File: src/rtl/hex_display_scanner.sv
// Time-multiplexed hex display driver: scans DIGITS digits at one per SCAN_DIV cycles,
// with double-buffered value/dp/blank and optional leading-zero suppression.
module hex_display_scanner #(
    parameter int unsigned DIGITS         = 4,
    parameter int unsigned SCAN_DIV       = 50000,
    parameter bit          SEG_ACTIVE_LOW = 1'b1,
    parameter bit          AN_ACTIVE_LOW  = 1'b1
) (
    input  logic                       clk,
    input  logic                       reset_n,
    input  logic [4*DIGITS-1:0]        value,
    input  logic                       load,
    input  logic [DIGITS-1:0]          dp_in,
    input  logic [DIGITS-1:0]          blank_in,
    input  logic                       lz_suppress,
    output logic [6:0]                 segment,
    output logic                       dp_out,
    output logic [DIGITS-1:0]          anode,
    output logic [$clog2(DIGITS)-1:0]  digit_idx,
    output logic                       frame_done
);

    localparam int unsigned IDX_W = $clog2(DIGITS);
    localparam int unsigned DIV_W = $clog2(SCAN_DIV);

    localparam logic [DIV_W-1:0]  DIV_LAST = DIV_W'(SCAN_DIV - 1);
    localparam logic [IDX_W-1:0]  IDX_LAST = IDX_W'(DIGITS - 1);
    localparam logic [6:0]        SEG_OFF  = SEG_ACTIVE_LOW ? 7'h7F : 7'h00;
    localparam logic              DP_OFF   = SEG_ACTIVE_LOW;
    localparam logic [DIGITS-1:0] AN_OFF   = AN_ACTIVE_LOW ? {DIGITS{1'b1}} : {DIGITS{1'b0}};

    // Active-low segment pattern, bit6=g .. bit0=a.
    function automatic logic [6:0] hex_to_seg(input logic [3:0] nib);
        case (nib)
            4'h0: hex_to_seg = 7'h40;
            4'h1: hex_to_seg = 7'h79;
            4'h2: hex_to_seg = 7'h24;
            4'h3: hex_to_seg = 7'h30;
            4'h4: hex_to_seg = 7'h19;
            4'h5: hex_to_seg = 7'h12;
            4'h6: hex_to_seg = 7'h02;
            4'h7: hex_to_seg = 7'h78;
            4'h8: hex_to_seg = 7'h00;
            4'h9: hex_to_seg = 7'h10;
            4'hA: hex_to_seg = 7'h08;
            4'hB: hex_to_seg = 7'h03;
            4'hC: hex_to_seg = 7'h46;
            4'hD: hex_to_seg = 7'h21;
            4'hE: hex_to_seg = 7'h06;
            default: hex_to_seg = 7'h0E;
        endcase
    endfunction

    logic [DIV_W-1:0]    r_div;
    logic [IDX_W-1:0]    r_idx;
    logic                r_wrap_d;
    logic [4*DIGITS-1:0] r_shd_val;
    logic [DIGITS-1:0]   r_shd_dp;
    logic [DIGITS-1:0]   r_shd_blank;
    logic [4*DIGITS-1:0] r_dsp_val;
    logic [DIGITS-1:0]   r_dsp_dp;
    logic [DIGITS-1:0]   r_dsp_blank;
    logic [6:0]          r_segment;
    logic                r_dp_out;
    logic [DIGITS-1:0]   r_anode;
    logic [IDX_W-1:0]    r_digit_idx;
    logic                r_frame_done;

    logic                w_tick;
    logic                w_wrap;
    logic [3:0]          w_nib;
    logic [DIGITS-1:0]   w_upper_zero;
    logic                w_dark;
    logic [6:0]          w_seg_lit;
    logic [DIGITS-1:0]   w_onehot;
    logic [DIGITS-1:0]   w_an_lit;
    logic                w_dp_lit;

    assign w_tick = (r_div == DIV_LAST);
    assign w_wrap = w_tick && (r_idx == IDX_LAST);
    assign w_nib  = r_dsp_val[{r_idx, 2'b00} +: 4];

    // w_upper_zero[i] is set when every nibble from the top digit down to i is zero.
    always_comb begin : lz_scan
        logic all_zero;
        all_zero     = 1'b1;
        w_upper_zero = '0;
        for (int i = int'(DIGITS) - 1; i >= 0; i--) begin
            all_zero        = all_zero & (r_dsp_val[4*i +: 4] == 4'h0);
            w_upper_zero[i] = all_zero;
        end
    end

    assign w_dark    = r_dsp_blank[r_idx]
                     | (lz_suppress & (r_idx != '0) & w_upper_zero[r_idx]);
    assign w_seg_lit = SEG_ACTIVE_LOW ? hex_to_seg(w_nib) : ~hex_to_seg(w_nib);
    assign w_onehot  = {{(DIGITS-1){1'b0}}, 1'b1} << r_idx;
    assign w_an_lit  = AN_ACTIVE_LOW ? ~w_onehot : w_onehot;
    assign w_dp_lit  = r_dsp_dp[r_idx] ^ SEG_ACTIVE_LOW;

    always_ff @(posedge clk) begin
        if (!reset_n) begin
            r_div        <= '0;
            r_idx        <= '0;
            r_wrap_d     <= 1'b0;
            r_shd_val    <= '0;
            r_shd_dp     <= '0;
            r_shd_blank  <= '0;
            r_dsp_val    <= '0;
            r_dsp_dp     <= '0;
            r_dsp_blank  <= '0;
            r_segment    <= SEG_OFF;
            r_dp_out     <= DP_OFF;
            r_anode      <= AN_OFF;
            r_digit_idx  <= '0;
            r_frame_done <= 1'b0;
        end else begin
            r_div <= w_tick ? '0 : r_div + 1'b1;
            if (w_tick) begin
                r_idx <= (r_idx == IDX_LAST) ? '0 : r_idx + 1'b1;
            end
            if (load) begin
                r_shd_val   <= value;
                r_shd_dp    <= dp_in;
                r_shd_blank <= blank_in;
            end
            // A load landing on the wrap edge bypasses the shadow so it is not lost a frame.
            if (w_wrap) begin
                r_dsp_val   <= load ? value    : r_shd_val;
                r_dsp_dp    <= load ? dp_in    : r_shd_dp;
                r_dsp_blank <= load ? blank_in : r_shd_blank;
            end
            r_wrap_d     <= w_wrap;
            r_frame_done <= r_wrap_d;
            r_digit_idx  <= r_idx;
            r_segment    <= w_dark ? SEG_OFF : w_seg_lit;
            r_dp_out     <= w_dark ? DP_OFF  : w_dp_lit;
            r_anode      <= w_dark ? AN_OFF  : w_an_lit;
        end
    end

    assign segment    = r_segment;
    assign dp_out     = r_dp_out;
    assign anode      = r_anode;
    assign digit_idx  = r_digit_idx;
    assign frame_done = r_frame_done;

endmodule

File: config.mk
export PLATFORM = sky130hd
export DESIGN_NAME = hex_display_scanner
export DESIGN_NICKNAME = d
export VERILOG_FILES = /design/src/rtl/hex_display_scanner.sv
export SDC_FILE = /design/constraint.sdc
export NUM_CORES = 1
export LEC_CHECK = 0
export CORE_MARGIN = 3
export CORE_UTILIZATION = 59
export DETAILED_ROUTE_END_ITERATION = 7
export PLACE_DENSITY_LB_ADDON = 0.3
export SETUP_SLACK_MARGIN = 0.3
export SYNTH_ARGS = -nofsm -noshare
export SYNTH_HDL_FRONTEND = slang
export SYNTH_SLANG_ARGS = --single-unit
File: constraint.sdc
create_clock -name clk -period 3.75 [get_ports clk]
set_input_delay 0.9375 -clock clk [delete_from_list [all_inputs] [get_ports clk]]
set_output_delay 0.9375 -clock clk [all_outputs]
set_load 0.05 [all_outputs]
==> impl_metrics.ini <==
[timing]
fin_crit_sh = 0.638
fmax_mhz = 418
slew_violations = 0
fin_tns_setup_ns = 0
fin_skew_ns = 0.00930
period_minus_slack_ns = 2.39
setup_viol = 0
tightest_slew_ns = 0.599
rsz0062_at_grt = no
hold_viol_final = 0
relSlewSlack = 0.600

[logic_synthesis]
syn-num-nets = 345
async_flop_share = 0
ys_types = 42
synth_area_leaders = dfxtp_1 (48%), mux2i_1 (7.4%), o22a_1 (6.2%)
synth_warnings = 0
syn_inst = 306
syn-cell-area_mm2 = 0.00340
synth_edf_count = 0
synthFlopType = dfxtp_1
synth_area_leader_cell = dfxtp_1
ys_seq_area_frac = 0.483
synth.top_cell.area_share = 0.483
synth.avg_cell_area_um2 = 11.1
ys_ff_latch = 82

[critical_path]
startpoint_type = flop
critical_path_required_ns = 2.81
path_delay_family = buffers and inverters
cp.arrival_ns = 1.45
cp_cell_sequence = clkdlybuf4s50_1
path_class = reg -> out
max_stage_delay_ns = 0.79
critPathSlowestCell = clkdlybuf4s50_1
reg2reg_to = segment[1]$_SDFF_PP1_
reg2reg_slack_ns = 1.41
ff2ff_path_depth = 6
cp.buffers_inverters = 1
path_max_fanout = 1
r2r-start = r_idx[0]$_SDFFE_PN0N_
critical_path_depth = 1
endpoint_kind = output port

[cts]
root_buffer = clkbuf_8
cts_tree = done
clkTransAtPathRegs_ns = 0.08
post-cts-setup-buffers = 0
cts_made_buffers = 9
clockBufferDepth = 2
clkLatencyLatePin_ns = 0.35
cts_hold_buf = 0
cts.htree.levels = 3
clock-sinks = 82
cts_resized = 0

[drt]
viasPerCell = 5.44
drtPass1Iterations = 4
routed_wl_um = 6280
route.detailed.drc = 0
ant_nets = 0
route.vias.total = 2281
drt_iter0_drc = 118
wl_per_cell_um = 15.0

[floorplanning]
io_pins = 43
dieArea_mm2 = 0.00671
core_area_mm2 = 0.00554
die_x_um = 81.9
initial_core_util = 0.614
die_h_um = 81.9
rows = 27

[power_and_ir_drop]
switching_share = 0.223
power_uw = 1670
p_int_uw = 1300
p_seq_frac = 0.539
p_comb_frac = 0.069
power_frac_clock = 0.392
p_switching_uw = 372
ir_drop_mv = 0.301
powerDensity_mw_per_mm2 = 416
p_leak_uw = 0.00171

[min_path]
min_path_type = reg -> reg
holdPathStages = 1
whs_endpoint = frame_done$_SDFF_PN0_
min_from = r_wrap_d$_SDFF_PN0_

[final_layout]
final_common_cell = dfxtp_1
nFillCells = 416
diodes = 0
regArea_mm2 = 0.00164
nets = 381
multi_input_area_mm2 = 0.00162
mostFrequentLayoutCells = dfxtp_1 (82), clkdlybuf4s50_1 (42), nor2b_1 (26), mux2i_1 (25), o22a_1 (24)
final_cells = 419
synthToLayoutAreaGrowth_pct = 18.0
layout-drive-gt1-share = 0.0922

[place]
place.gp.congestion = 0.807
io_buffer_count = 42
placedCellCount = 403
hpwl_um = 4410

[global_routing]
antenna_found_initial = 0
grt_pass1_wl_um = 10200
first_global_vias = 2122
grt_max_degree = 26
track_usage = 0.203
grt-ovfl-total = 0

[status]
status = finished, final reports clean

[flow_run]
maxCapViolCount = 0
[flip-flops by register name (all words and copies together) (netlist names)]
register / count
r_div: 16
r_dsp_val: 16
r_shd_val: 16
segment: 7
anode: 4
r_dsp_blank: 4
r_dsp_dp: 4
r_shd_blank: 4
r_shd_dp: 4
digit_idx: 2
r_idx: 2
dp_out: 1
frame_done: 1
r_wrap_d: 1
[metal layers]
layer	routed length, µm	share of wire	GRT usage
met4	86	0.014	0.0731
met3	276	0.044	0.0537
met1	2910	0.46	0.267
met2	3000	0.48	0.322
met5	0	0	0
[stage by stage]
stage,setup slack (ns),utilization,hold WS [ns],cell area (µm²)
floorplan,1.78,-,0.412,3400
global route,1.25,0.724,0.457,4010
detailed placement,1.11,0.688,0.426,3810
finish,1.36,0.724,0.444,4010
CTS,1.33,0.724,0.446,4010
global placement,1.19,0.688,0.429,3810
[worst max-delay path by stage]
stage,slack [ns],start,to
after CTS,1.33,segment[1]$_SDFF_PP1_,segment[1]
final,1.36,segment[5]$_SDFF_PP1_,segment[5]
after floorplan,1.78,r_idx[0]$_SDFFE_PN0N_,segment[1]$_SDFF_PP1_
after global placement,1.19,reset_n,r_div[15]$_SDFF_PP0_
after global routing,1.25,r_idx[0]$_SDFFE_PN0N_,segment[1]$_SDFF_PP1_
after detailed placement,1.11,reset_n,r_div[13]$_SDFF_PP0_
[power groups by stage]
| stage | clock [µW] | combinational, µW | sequential (µW) |
|---|---|---|---|
| final | 655 | 115 | 899 |
| after global routing | 700 | 124 | 901 |
| after CTS | 665 | 115 | 899 |
| after detailed placement | 0 | 115 | 920 |
| after global placement | 0 | 113 | 918 |
| after floorplan | 0 | 54.9 | 932 |
[cell type report]
type	instances	share of cell area
flip-flops and latches	82	0.409
well taps	72	0.0224
inverters	5	0.00468
repair buffers	45	0.110
clock inverters	4	0.0122
multi-input cells	199	0.403
clock buffers	12	0.0387
[cell usage after synthesis (2+ instances only)]
library cell and instances:
dfxtp_1 82, nor2b_1 26, mux2i_1 25, o22a_1 24
nand3_1 15, nor2_1 15, ha_1 11, nand2_1 10
xor2_1 10, buf_2 9, nand4_1 6, inv_1 5
o21ai_0 5, a21oi_1 4, and2_1 4, buf_4 4
clkbuf_1 4, and3_1 3, and4_1 3, buf_6 3
mux2_2 3, mux4_1 3, mux4_2 3, nor4_1 3
or3_1 3, a21boi_1 2, and4bb_2 2, mux2_1 2
nand3b_1 2, o21ai_1 2, xnor2_1 2
[kinds of logic (layout without fill, tap and decap cells)]
| group | count (synthesis) | count (layout) | synth area share |
|---|---|---|---|
| AOI/OAI and AO/OA | 41 | 41 | 0.0942 |
| muxes | 36 | 36 | 0.133 |
| and+or+nand+nor | 99 | 99 | 0.177 |
| xor gates and xnor gates | 12 | 12 | 0.0309 |
| DFF | 82 | 82 | 0.483 |
| buffers and inverters | 25 | 66 | 0.0419 |
| adders and majority gates | 11 | 11 | 0.0405 |
No activity file was read; power rests on OpenSTA's default activity.
